## config.mk

```make
export PLATFORM = sky130hd
export DESIGN_NAME = tft_pattern_gen
export DESIGN_NICKNAME = d
export VERILOG_FILES = /design/src/rtl/tft_pkg.sv /design/src/rtl/tft_square_mover.sv /design/src/rtl/tft_pattern_gen.sv
export SDC_FILE = /design/constraint.sdc
export NUM_CORES = 1
export LEC_CHECK = 0
export ABC_AREA = 1
export CAP_MARGIN = 20
export CORE_MARGIN = 2
export CORE_UTILIZATION = 62
export CTS_CLUSTER_SIZE = 12
export DETAILED_ROUTE_END_ITERATION = 10
export GPL_TIMING_DRIVEN = 0
export PLACE_DENSITY = 0.86
export RECOVER_POWER = 50
export SYNTH_ARGS = -nofsm -noshare
export SYNTH_HDL_FRONTEND = slang
export SYNTH_SLANG_ARGS = --single-unit
```

## constraint.sdc

```tcl
create_clock -name Clk33M -period 4.8 [get_ports Clk33M]
set_input_delay 0.96 -clock Clk33M [delete_from_list [all_inputs] [get_ports Clk33M]]
set_output_delay 0.96 -clock Clk33M [all_outputs]
set_load 0.01 [all_outputs]
```

## src/rtl/tft_pkg.sv

```systemverilog
// rtl/tft_pkg.sv - shared colours, mode encoding and panel geometry for the TFT pattern source
package tft_pkg;

  localparam int unsigned H_ACTIVE_DEF = 800;
  localparam int unsigned V_ACTIVE_DEF = 480;

  localparam logic [15:0] C_WHITE   = 16'hFFFF;
  localparam logic [15:0] C_YELLOW  = 16'hFFE0;
  localparam logic [15:0] C_CYAN    = 16'h07FF;
  localparam logic [15:0] C_GREEN   = 16'h07E0;
  localparam logic [15:0] C_MAGENTA = 16'hF81F;
  localparam logic [15:0] C_RED     = 16'hF800;
  localparam logic [15:0] C_BLUE    = 16'h001F;
  localparam logic [15:0] C_BLACK   = 16'h0000;

  typedef enum logic [1:0] {
    MODE_BARS   = 2'd0,
    MODE_GRID   = 2'd1,
    MODE_SQUARE = 2'd2,
    MODE_SOLID  = 2'd3
  } mode_e;

  function automatic logic [15:0] bar_color(input logic [2:0] idx);
    case (idx)
      3'd0:    return C_WHITE;
      3'd1:    return C_YELLOW;
      3'd2:    return C_CYAN;
      3'd3:    return C_GREEN;
      3'd4:    return C_MAGENTA;
      3'd5:    return C_RED;
      3'd6:    return C_BLUE;
      default: return C_BLACK;
    endcase
  endfunction

endpackage

```

## src/rtl/tft_square_mover.sv

```systemverilog
// rtl/tft_square_mover.sv - bouncing square position, advanced once per frame tick
module tft_square_mover
  import tft_pkg::*;
#(
  parameter int unsigned H_ACTIVE = H_ACTIVE_DEF,
  parameter int unsigned V_ACTIVE = V_ACTIVE_DEF,
  parameter int unsigned SQ_SIZE  = 64
) (
  input  logic       clk,
  input  logic       rst,
  input  logic       tick,
  output logic [9:0] x,
  output logic [9:0] y
);

  localparam logic [9:0] X_MAX = 10'(H_ACTIVE - SQ_SIZE);
  localparam logic [9:0] Y_MAX = 10'(V_ACTIVE - SQ_SIZE);

  logic [9:0] x_q, x_d, y_q, y_d;
  logic       dx_pos_q, dx_pos_d, dy_pos_q, dy_pos_d;

  // At a wall the direction flips and the step is taken in the new direction on the same tick.
  always_comb begin
    x_d      = x_q;
    y_d      = y_q;
    dx_pos_d = dx_pos_q;
    dy_pos_d = dy_pos_q;
    if (tick) begin
      if (dx_pos_q) begin
        if (x_q == X_MAX) begin
          dx_pos_d = 1'b0;
          x_d      = x_q - 10'd1;
        end else begin
          x_d      = x_q + 10'd1;
        end
      end else begin
        if (x_q == 10'd0) begin
          dx_pos_d = 1'b1;
          x_d      = x_q + 10'd1;
        end else begin
          x_d      = x_q - 10'd1;
        end
      end
      if (dy_pos_q) begin
        if (y_q == Y_MAX) begin
          dy_pos_d = 1'b0;
          y_d      = y_q - 10'd1;
        end else begin
          y_d      = y_q + 10'd1;
        end
      end else begin
        if (y_q == 10'd0) begin
          dy_pos_d = 1'b1;
          y_d      = y_q + 10'd1;
        end else begin
          y_d      = y_q - 10'd1;
        end
      end
    end
  end

  always_ff @(posedge clk) begin
    if (rst) begin
      x_q      <= 10'd0;
      y_q      <= 10'd0;
      dx_pos_q <= 1'b1;
      dy_pos_q <= 1'b1;
    end else begin
      x_q      <= x_d;
      y_q      <= y_d;
      dx_pos_q <= dx_pos_d;
      dy_pos_q <= dy_pos_d;
    end
  end

  assign x = x_q;
  assign y = y_q;

endmodule

```

## src/rtl/tft_pattern_gen.sv

```systemverilog
// rtl/tft_pattern_gen.sv - four-pattern RGB565 test source for TFT_CTRL; TFT_PATTERN_CROSSHAIR_EN adds a centre crosshair
module tft_pattern_gen
  import tft_pkg::*;
#(
  parameter int unsigned H_ACTIVE   = H_ACTIVE_DEF,
  parameter int unsigned V_ACTIVE   = V_ACTIVE_DEF,
  parameter int unsigned SQ_SIZE    = 64,
  parameter int unsigned GRID_STEP  = 32,
  parameter int unsigned COLOR_HOLD = 64
) (
  input  logic        Clk33M,
  input  logic        Rst,
  input  logic [9:0]  Hcount,
  input  logic [9:0]  Vcount,
  input  logic        Mode_key,
  output logic [15:0] Data_out,
  output logic [1:0]  Mode,
  output logic        Frame_tick
);

  localparam int unsigned GRID_BITS = $clog2(GRID_STEP);
  localparam int unsigned CNT_MAX   = 4 * COLOR_HOLD;
  localparam int unsigned CNT_W     = $clog2(CNT_MAX);
  localparam int unsigned BAR_W     = H_ACTIVE / 8;

  logic [9:0]       vcount_d_q;
  logic [1:0]       pending_q, pending_d;
  mode_e            mode_q, mode_d;
  logic [CNT_W-1:0] frame_cnt_q, frame_cnt_d;
  logic [15:0]      data_q, data_d;
  logic             frame_tick_q;
  logic             tick_c;
  logic [9:0]       sq_x, sq_y;
  logic [2:0]       bar_idx;
  logic             in_sq;

  tft_square_mover #(
    .H_ACTIVE (H_ACTIVE),
    .V_ACTIVE (V_ACTIVE),
    .SQ_SIZE  (SQ_SIZE)
  ) u_mover (
    .clk  (Clk33M),
    .rst  (Rst),
    .tick (tick_c),
    .x    (sq_x),
    .y    (sq_y)
  );

  // The tick pixel already shows the new mode but still uses the old position and counter.
  always_comb begin
    tick_c      = (vcount_d_q != 10'd0) && (Vcount == 10'd0);
    pending_d   = pending_q + 2'(Mode_key);
    mode_d      = tick_c ? mode_e'(pending_d) : mode_q;
    frame_cnt_d = frame_cnt_q;
    if (tick_c) begin
      frame_cnt_d = (frame_cnt_q == CNT_W'(CNT_MAX - 1)) ? '0 : frame_cnt_q + 1'b1;
    end

    bar_idx = 3'd0;
    for (int i = 1; i < 8; i++) begin
      if (Hcount >= 10'(i * BAR_W)) bar_idx = 3'(i);
    end

    in_sq = ({1'b0, Hcount} >= {1'b0, sq_x}) && ({1'b0, Hcount} < {1'b0, sq_x} + 11'(SQ_SIZE)) &&
            ({1'b0, Vcount} >= {1'b0, sq_y}) && ({1'b0, Vcount} < {1'b0, sq_y} + 11'(SQ_SIZE));

    case (mode_d)
      MODE_BARS:   data_d = bar_color(bar_idx);
      MODE_GRID:   data_d = (Hcount[GRID_BITS-1:0] == '0 || Vcount[GRID_BITS-1:0] == '0) ? C_WHITE : C_BLACK;
      MODE_SQUARE: data_d = in_sq ? C_RED : C_BLUE;
      default: begin
        if (frame_cnt_q < CNT_W'(COLOR_HOLD))          data_d = C_RED;
        else if (frame_cnt_q < CNT_W'(2 * COLOR_HOLD)) data_d = C_GREEN;
        else if (frame_cnt_q < CNT_W'(3 * COLOR_HOLD)) data_d = C_BLUE;
        else                                           data_d = C_WHITE;
      end
    endcase

`ifdef TFT_PATTERN_CROSSHAIR_EN
    if (Hcount == 10'(H_ACTIVE / 2) || Vcount == 10'(V_ACTIVE / 2)) begin
      data_d = (mode_d == MODE_SOLID) ? C_GREEN : C_RED;
    end
`endif

    if (Hcount >= 10'(H_ACTIVE) || Vcount >= 10'(V_ACTIVE)) data_d = C_BLACK;
  end

  always_ff @(posedge Clk33M) begin
    if (Rst) begin
      vcount_d_q   <= 10'd0;
      pending_q    <= 2'd0;
      mode_q       <= MODE_BARS;
      frame_cnt_q  <= '0;
      data_q       <= C_BLACK;
      frame_tick_q <= 1'b0;
    end else begin
      vcount_d_q   <= Vcount;
      pending_q    <= pending_d;
      mode_q       <= mode_d;
      frame_cnt_q  <= frame_cnt_d;
      data_q       <= data_d;
      frame_tick_q <= tick_c;
    end
  end

  assign Data_out   = data_q;
  assign Mode       = mode_q;
  assign Frame_tick = frame_tick_q;

endmodule

```

[After elaboration in Yosys (flattened, before gate mapping)]
Cells that the tools add are included.
Word-level totals
  bits in registers: 61
  input bits: 23
Operators by class
  $lt $le $gt $ge: 16
  muxes and demuxes: 28
  add/subtract/negate cells: 8
  reductions and logical operators: 15
  equality and inequality tests: 11
Operator list (number)
  $pmux 16 s7: 1
  $mux 16: 5
  $mux 10: 6
  $pmux 16 s3: 1
  $ge 10x9->1 const B: 4
  $ge 10x10->1 const B: 3
  $logic_not 10->1: 3
  $add 10x7->11 const B: 2
  $lt 10x11->1: 2
  $add 10x1->10 const B: 2
  $ge 10x10->1: 2
  $sub 10x1->10 const B: 2
  $mux 3: 6
  $lt 8x8->1 const B: 2
  $eq 10x10->1 const B: 1
  $eq 10x9->1 const B: 1
  $ge 10x7->1 const B: 1
  $ge 10x8->1 const B: 1
  $logic_not 5->1: 2
  $reduce_bool 10->1: 1
  $eq 3x3->1 const B: 3
  $add 8x1->8 const B: 1
  $eq 8x8->1 const B: 1
  $lt 8x7->1 const B: 1
  other kinds (13): 24

[Depth between registers and ports, before layout]
  depth in word-level cells: 11
  gate-level depth with buffers: 15
  mapped depth without buffers: 15

[Hierarchy]
From an unflattened synthesis, not the netlist that was laid out.
Second synthesis, totals
  cell total of the unflattened synthesis: 669
  area total of the unflattened synthesis: 4345.4 um^2
By module, submodules not included
  tft_pattern_gen: area each 2371.0 um^2, sequential area each 520.5 um^2, times used 1, cells an instance 366
  tft_square_mover: area each 1974.4 um^2, sequential area each 440.4 um^2, times used 1, cells an instance 303

[Worst setup path before layout]
OpenSTA, ideal clock, no wires.
  path kind: input-to-reg
  start point: input port Vcount[6]
  end point: register data_q[4] (netlist: Data_out[4])
  stages on the path: 11
  slack: 2724 ps
  data required time: 4691 ps
  arrival: 1967 ps
  path buffers: 0
  cells stage by stage: ha_1 > inv_1 > a21o_1 > o21ai_0 > nand3_1 > nor2_1 > nand2_1 > nand2_1 > nand4_1 > nand2_1 > inv_1
Between the ends
  word-level cells in the longest chain between the ends: 5
RTL lines
  start: declaration: RTL line tft_pattern_gen.sv:14  | input logic [9:0] Vcount,
  $ge 10x10->1 / $logic_not 10->1 (equally long branches): RTL line tft_pattern_gen.sv:65, tft_pattern_gen.sv:51
  $logic_and 1x1->1, on equally long branches: RTL line tft_pattern_gen.sv:64, tft_pattern_gen.sv:51
  $logic_and 1x1->1 / $mux 2 (equally long branches): RTL line tft_pattern_gen.sv:65, tft_pattern_gen.sv:53
  $mux 16 (tied with other cells): RTL line tft_pattern_gen.sv:70  | MODE_SQUARE: data_d = in_sq ? C_RED : C_BLUE;
  $pmux 16 s3: RTL line tft_pattern_gen.sv:67  | case (mode_d)
  end signal: assignment: RTL line tft_pattern_gen.sv:101  | data_q <= data_d;
  end: declaration: RTL line tft_pattern_gen.sv:30  | logic [15:0] data_q, data_d;
Several ways; a longest one is shown, not always the timed one.
A chain may end at the register's enable or synchronous reset.

[Final worst setup path]
  start point: input port Vcount[9]
  end point: register frame_cnt_q[6]
Between the ends
  word-level cells in the longest chain between the ends: 2
RTL lines
  $logic_not 10->1: RTL line tft_pattern_gen.sv:51  | tick_c = (vcount_d_q != 10'd0) && (Vcount == 10'd0);
  $logic_and 1x1->1: RTL line tft_pattern_gen.sv:51
  end signal: assignment: RTL line tft_pattern_gen.sv:100  | frame_cnt_q <= frame_cnt_d;
  end: declaration: RTL line tft_pattern_gen.sv:29  | logic [CNT_W-1:0] frame_cnt_q, frame_cnt_d;
Every way passes these cells.

==> impl_metrics.env <==
export IMPL_yosysMostFrequentCell="nand2_1"
export IMPL_ctsHoldBuffers=0
export IMPL_grtUsageTotal_pct=27.7
export IMPL_ys_seq_area_share_pct=23.8
export IMPL_cts_setup_buffers=0
export IMPL_start_util_pct=63.9
export IMPL_ys_seq_elements=48
export IMPL_grt_pass1_wl_mm=16.4
export IMPL_switching_power_uw=225
export IMPL_finalSetupViolations=0
export IMPL_grt_use_met3_pct=4.13
export IMPL_drt_wl_total_mm=9.70
export IMPL_hpwl_mm=7.68
export IMPL_synth_edf_count=0
export IMPL_leakagePower_uw=0.00220
export IMPL_dr_pass1_iters=5
export IMPL_p_comb_share_pct=16.0
export IMPL_seq_area_sq_um=961
export IMPL_drt_iter0_drc=255
export IMPL_synth_top_area_cell="dfxtp_1"
export IMPL_multi_input_area_sq_um=2530
export IMPL_drive_gt1_share_pct=11.5
export IMPL_gp_congestion=0.979
export IMPL_via_per_inst=5.50
export IMPL_yosysWarnings=0
export IMPL_core_sq_um=6310
export IMPL_nFillCells=526
export IMPL_rows=29
export IMPL_synth_flop_cell="dfxtp_1"
export IMPL_swShare_pct=28.4
export IMPL_maxSlewHeadroom_pct=57.6
export IMPL_grt_util_met1_pct=34.3
export IMPL_power_density_nw_per_um2=172
export IMPL_cts_root_buf="clkbuf_8"
export IMPL_synth_top_area_share_pct=23.8
export IMPL_setup_tns_final_ns=0
export IMPL_slew_violations=0
export IMPL_cts_made_buffers=5
export IMPL_cp_start_kind="input port"
export IMPL_cts_tree="built"
export IMPL_antenna_found_initial=0
export IMPL_diodes=0
export IMPL_worst_pin_slew_ns=0.636
export IMPL_io_pin_count=42
export IMPL_numPortBuffers=40
export IMPL_die_y_um=84.6
export IMPL_clockBufferDepth=2
export IMPL_nNetsFinal=710
export IMPL_top_usage_layer="met2"
export IMPL_antenna_left=0
export IMPL_drcViolationCount=0
export IMPL_p_seq_share_pct=51.5
export IMPL_syn_cell_area_sq_um=4030
export IMPL_die_w_um=84.6
export IMPL_hold_class="reg2reg"
export IMPL_period_share_pct=62.2
export IMPL_max_freq_mhz=335
export IMPL_critPathMaxFanout=7
export IMPL_first_global_vias=3764
export IMPL_final_area_sq_um=4590
export IMPL_crit_type="in2reg"
export IMPL_internal_power_uw=567
export IMPL_async_reset_ff_share_pct=0
export IMPL_syn2layout_area_growth_pct=13.9
export IMPL_final_hold_viol_count=0
export IMPL_h_tree_depth=2
export IMPL_grt_max_degree=17
export IMPL_synth_area_top_cells="dfxtp_1 (24%), ha_1 (13%), nand2_1 (10%), nor2_1 (7.6%), inv_1 (7.3%)"
export IMPL_avgSynthCellArea_sq_um=6.74
export IMPL_cts_sinks=48
export IMPL_via_count=3975
export IMPL_grt_setup_unrepaired="no"
export IMPL_crit_required_ns=4.99
export IMPL_drv_cap=0
export IMPL_die_area_sq_um=7160
export IMPL_place_area_sq_um=4530
export IMPL_cp_arrival_ns=3.18
export IMPL_outcome="complete, no violations"
export IMPL_use_met2_pct=50.1
export IMPL_cts_reportedPaths_clkPinSlew_ns=0.09
export IMPL_overflow=0
export IMPL_ys_types=44
export IMPL_synth_nets=663
export IMPL_layout_min_cycle_time_ns=2.99
export IMPL_synthTopCellsByCount="nand2_1 (109), nor2_1 (82), inv_1 (78)"
export IMPL_wire_per_inst_um=13.4
export IMPL_fin_worst_skew_ns=0.00886
export IMPL_synthCells=598
export IMPL_clockPowerShare_pct=32.4
export IMPL_cts_repair_resized=0
export IMPL_critPathCaptureType="flip-flop"
export IMPL_max_vdd_ir_drop_mv=0.173
export IMPL_clk_latency_ns=0.31
[sequential cells by signal, summed over array words and instances (netlist names)]
name / count
u_mover.x: 10
u_mover.y: 10
vcount_d_q: 10
frame_cnt_q: 8
Data_out: 3
Mode: 2
pending_q: 2
Frame_tick: 1
u_mover.dx_pos_q: 1
u_mover.dy_pos_q: 1
[per-stage QoR]
step                hold WS (ns)  setup slack, ns  util [%]  total power, uW  instances
floorplan                  0.448             2.72         -              492        598
global placement           0.462             1.91      71.7              540        715
detailed placement         0.492             1.87      71.7              545        715
CTS                        0.507             2.21      73.1              797        723
global route               0.533             1.68      72.7              828        723
finish                     0.506             1.81      72.7              792        723
[layout make-up]
type | count | area share (%)
buffer | 25 | 3.79
inverter | 90 | 7.47
clock buffer | 5 | 1.50
clock inverter | 3 | 0.463
tap | 77 | 2.10
multi-input combinational | 435 | 55.0
timing repair buffer | 40 | 8.72
sequential | 48 | 20.9
[cells by family after synthesis]
family,count (synthesis),share of synthesized area (%)
buf+inv,115,12.8
compound gates,88,12.4
simple gates,285,33.6
xor+xnor,20,4.35
flops,48,23.8
fa+ha+maj,42,13.0
[final timing paths]
| kind | startpoint | endpoint | slack, ns | depth (start not counted) |
|---|---|---|---|---|
| worst max-delay path | Vcount[9] | frame_cnt_q[6]$_SDFFE_PP0P_ | 1.81 | 9 |
| worst min-delay path | frame_cnt_q[4]$_SDFFE_PP0P_ | frame_cnt_q[4]$_SDFFE_PP0P_ | 0.51 | 2 |
| worst max register to register | u_mover.y[6]$_SDFFE_PP0P_ | Data_out[4]$_SDFF_PP0_ | 2.51 | 14 |
| worst min register to register | frame_cnt_q[4]$_SDFFE_PP0P_ | frame_cnt_q[4]$_SDFFE_PP0P_ | 0.51 | 2 |
[placed cells by master (no fill, tap or decap), drive strengths merged, types with 2 or more instances in the layout]
master and count:
a21boi 2, a21o 2, a21oi 39, a31oi 3, buf 21, clkbuf 9, clkdlybuf4s50 21, clkinv 2
dfxtp 48, dlygate4sd3 19, ha 42, inv 90, nand2 123, nand3 46, nand4 9, nor2 92
nor3 8, nor4 3, o211ai 8, o21ai 32, xnor2 3, xor2 17
[critical path: stages]
cell and delay [ns]:
dlygate4sd3_1 0.64, nor2_1 0.12, nand3_1 0.09, nor2_1 0.19, nand2_1 0.32, nor3_1 0.40
nand3_1 0.17, o21ai_0 0.19, a21oi_1 0.08
[power by group through the flow]
stage               combinational, uW  sequential, uW  clock (uW)
CTS                               129             408         260
global placement                  123             417           0
floorplan                        75.0             417           0
global route                      143             409         276
detailed placement                128             418           0
finish                            127             408         257
[per-layer routing]
metal | vias up | share of wire [%]
met3 | 14 | 6.4
met1 | 1813 | 43
met4 | 0 | 1.6
met5 | - | 0
li1 | 2008 | -
met2 | 140 | 49
(Power assumes the default switching activity.)
==> edit 1: new RTL, same settings <==
The output `Data_out` loses its register stage (`data_q` becomes a continuous assignment).
--- a/src/rtl/tft_pattern_gen.sv
+++ b/src/rtl/tft_pattern_gen.sv
@@ -93,3 +93,2 @@
       frame_cnt_q  <= '0;
-      data_q       <= C_BLACK;
       frame_tick_q <= 1'b0;
@@ -100,3 +99,2 @@
       frame_cnt_q  <= frame_cnt_d;
-      data_q       <= data_d;
       frame_tick_q <= tick_c;
@@ -104,2 +102,4 @@
   end
+
+  assign data_q = data_d;
 
Function: changed (Yosys sat finds a counterexample within 4 cycles, from zero or initial values and one cycle with Rst high).
==> edit 1 against the original RTL <==
- clock skew up 4.6 ps
- routed wire length down 1.7%
- total power shrank 2.6%
- synthesized area grew 0.19%
- final area rose by 0.84%
- register-to-register slack better by 350 ps
- largest power group unchanged
- global-route usage shrank 0.24 points
- largest cell class unchanged
- critical endpoint is now Data_out[15]
- synthesized cell count increased by 5.4%
- sequential cell count decreased by 3
- highest routed layer unchanged
- combinational power up 19%
- utilization rose by 0.61 points
- setup slack worse by 1600 ps
==> edit 1: results (changes against the original RTL) <==
| Metric | Value |
|---|---|
| # port buffers | 41 (+2.5%) |
| Via count | 4112 (+3.4%) |
| Synth top area cells | dfxtp_1, nand2_1, ha_1, inv_1, nor2_1 |
| Top post-synthesis cells by count | nand2_1, inv_1, nor2_1 |
| Detail Placement HPWL | 7670 um (-0.11%) |
| Slowest cell on crit path | clkdlybuf4s50_1 |
| Max FO, Critical Path | 5 (-2) |
| Tightest Pin Transition | 607 ps (-29.0 ps) |
| Register area share after synthesis | 22.3% (-1.5 points) |
| Post-synthesis cell type count | 43 (-2.3%) |
| Fmax | 220 MHz (-34%) |
| Ratio of cells with drive above 1 in the final layout | 8.54% (-2.9 points) |
| Crit path DAT | 3590 ps (+410 ps) |
| Worst vdd ir | 0.239 mV (+38%) |
| Placer's final routability congestion estimate | 0.955 (-2.5%) |
| Area post-placement | 0.00455 mm^2 (+0.39%) |
| Final #Nets | 743 (+4.6%) |
| Syn Nets | 695 (+4.8%) |
| Pre-CTS setup slack | 299 ps (-1570 ps) |
| Total wire length | 9540 um (-1.7%) |
| Number of global-route vias before repair | 3722 (-1.1%) |
| Status | finished, final reports clean |
| CP peak stage delay | 520 ps (-120 ps) |
| Worst reg-to-reg setup slack | 2860 ps (+350 ps) |
| Post-Route Skew | 13.4 ps (+4.56 ps) |
| First-pass GRT wire length | 16400 um (-0.30%) |
| EDFF count, synth | 0 (unchanged) |
[edit 1: cell types whose count changed after synthesis, sizes merged, moves of 2 or more]
| cell | delta |
|---|---|
| nor3 | +2 |
| dfxtp | -3 |
| o211ai | -4 |
| or2 | +2 |
| nand3 | +13 |
| a21boi | -2 |
| xor2 | -2 |
| nor2 | -4 |
| nand2 | +29 |
[edit 1: area by class of cell]
class / count / area [um^2]
buffer: 25 / 173
clock buffer: 5 / 68.8
clock inverter: 3 / 21.3
fill: 538 / 1680
inverter: 90 / 339
multi-input combinational: 470 / 2620
sequential: 45 / 901
tap: 77 / 96.3
timing repair buffer: 41 / 410
[edit 1: cell families after synthesis]
family | after synthesis | share of synthesized area, %
AOI/OAI and AO/OA | 83 | 11.2
xor gates and xnor gates | 17 | 3.69
adders and majority gates | 42 | 13.0
buffers and inverters | 115 | 12.8
DFF | 45 | 22.3
and+or+nand+nor | 328 | 37.1
[edit 1: critical path, delay by kind of cell]
family,cells,cell delay [ps]
compound gates,2,510
fa+ha+maj,1,330
buf+inv,4,1220
simple gates,6,580
[edit 1: routing by layer]
metal | vias to the layer above | routed length [um] | track usage, %
li1 | 2115 | - | -
met1 | 1850 | 4250 | 36.2
met2 | 131 | 4600 | 47.9
met3 | 16 | 573 | 3.54
met4 | 0 | 119 | 6.06
met5 | - | 0 | 0
[edit 1: report_power, final]
part	internal [uW]	total [uW]	switching, uW
registers	379	381	1.67
logic	73.1	151	77.5
clock network	103	240	136
[edit 1: stage by stage]
step	power [uW]	hold WS, ps	std cells
6_report	771	519	756
5_1_grt	804	556	756
4_1_cts	775	520	756
3_5_place_dp	540	507	748
3_3_place_gp	535	495	748
2_1_floorplan	477	478	630
[edit 1: path summary, 6_finish.rpt]
check | depth (start not counted) | start | to
hold reg to reg | 2 | frame_cnt_q[1] | frame_cnt_q[1]
hold / removal | 2 | frame_cnt_q[1] | frame_cnt_q[1]
setup reg to reg | 13 | u_mover.x[0] | u_mover.x[5]
setup / recovery | 13 | Vcount[6] | Data_out[15]
==> edit 2: new RTL, same flow settings <==
Without the edit above. The option `TFT_PATTERN_CROSSHAIR_EN` is turned on by a define.
--- a/src/rtl/tft_pattern_gen.sv
+++ b/src/rtl/tft_pattern_gen.sv
@@ -1,2 +1,4 @@
 // rtl/tft_pattern_gen.sv - four-pattern RGB565 test source for TFT_CTRL; TFT_PATTERN_CROSSHAIR_EN adds a centre crosshair
+`define TFT_PATTERN_CROSSHAIR_EN
+
 module tft_pattern_gen
Behaviour: not the same (a bounded check fails within 4 cycles, from zero or initial values and one cycle with Rst high).
==> edit 2 against the original RTL <==
- first-iteration DRC count is 11% lower
- setup slack better by 170 ps
- final area is 3.2% higher
- via count is 5.5% higher
- final cell count is 4.6% higher
- total power is 8.1% higher
- synthesized area is 2.4% higher
- routed wire length is 5.1% higher
- sequential cell count stayed put
==> edit 2: results (changes against the original RTL) <==
| Metric | Value |
|---|---|
| Min Hold Slack | 504 ps (-1.48 ps) |
| Starting DRC count in detailed routing | 228 (-11%) |
| Worst setup path endpoint | u_mover.x[2] |
| Via density | 5.55 (+0.90%) |
| Placer's final routability congestion estimate | 0.918 (-6.3%) |
| Hold Crit Start | frame_cnt_q[1] |
| Seq pwr share | 47.8% (-3.7 points) |
| Post-Route Skew | 11.1 ps (+2.23 ps) |
| Gr usage total | 29.3% (+1.6 points) |
| Status | finished, final reports clean |
| Top-area cell type share of the netlist area | 23.3% (-0.56 points) |
| Register area share after synthesis | 23.3% (-0.56 points) |
| Worst Hold Path EP | frame_cnt_q[1] |
| Combinational share of power | 16.2% (+0.2 points) |
| Top post-synthesis cells by count | nand2_1, nor2_1, inv_1 |
| Leakage Power | 0.00237 uW (+7.7%) |
| Fillers | 520 (-1.1%) |
| Synth top area cells | dfxtp_1, ha_1, nand2_1, nor2_1, inv_1 |
| First-pass GRT wire length | 17700 um (+7.9%) |
| Area post-placement | 0.00462 mm^2 (+2.1%) |
| Pre-CTS setup slack | 1830 ps (-42.3 ps) |
| Seq power | 409 uW (about the same) |
| Ratio of cells with drive above 1 in the final layout | 8.69% (-2.8 points) |
| Post-Place Cells | 748 (+4.6%) |
| Crit path DAT | 3050 ps (-130 ps) |
| Final WS setup | 1980 ps (+167 ps) |
| Final #Nets | 743 (+4.6%) |
| Tightest Pin Transition | 581 ps (-54.4 ps) |
edit 2: kinds of logic after synthesis:
group,synth area share (%)
XOR/XNOR,4.46
AND/OR/NAND/NOR,36.3
flip-flops,23.3
AO/OA/AOI/OAI,11.2
buffers and inverters,12.0
adder cells (fa/ha/maj),12.7
edit 2: routing by layer:
metal / GRT usage [%] / vias up / wire length, um
li1: - / 2124 / -
met4: 7.94 / 0 / 130
met5: 0 / - / 0
met1: 34.9 / 1893 / 4320
met3: 3.37 / 19 / 655
met2: 55.3 / 158 / 5100
edit 2: cell type report:
| class | instances | area, um^2 | area share, % |
|---|---|---|---|
| Buffer | 25 | 173 | 3.64 |
| Clock buffer | 5 | 68.8 | 1.45 |
| Clock inverter | 3 | 47.5 | 1.00 |
| Inverter | 86 | 323 | 6.81 |
| Multi-Input combinational cell | 472 | 2670 | 56.3 |
| Sequential cell | 48 | 961 | 20.3 |
| Tap cell | 77 | 96.3 | 2.03 |
| Timing Repair Buffer | 40 | 400 | 8.45 |
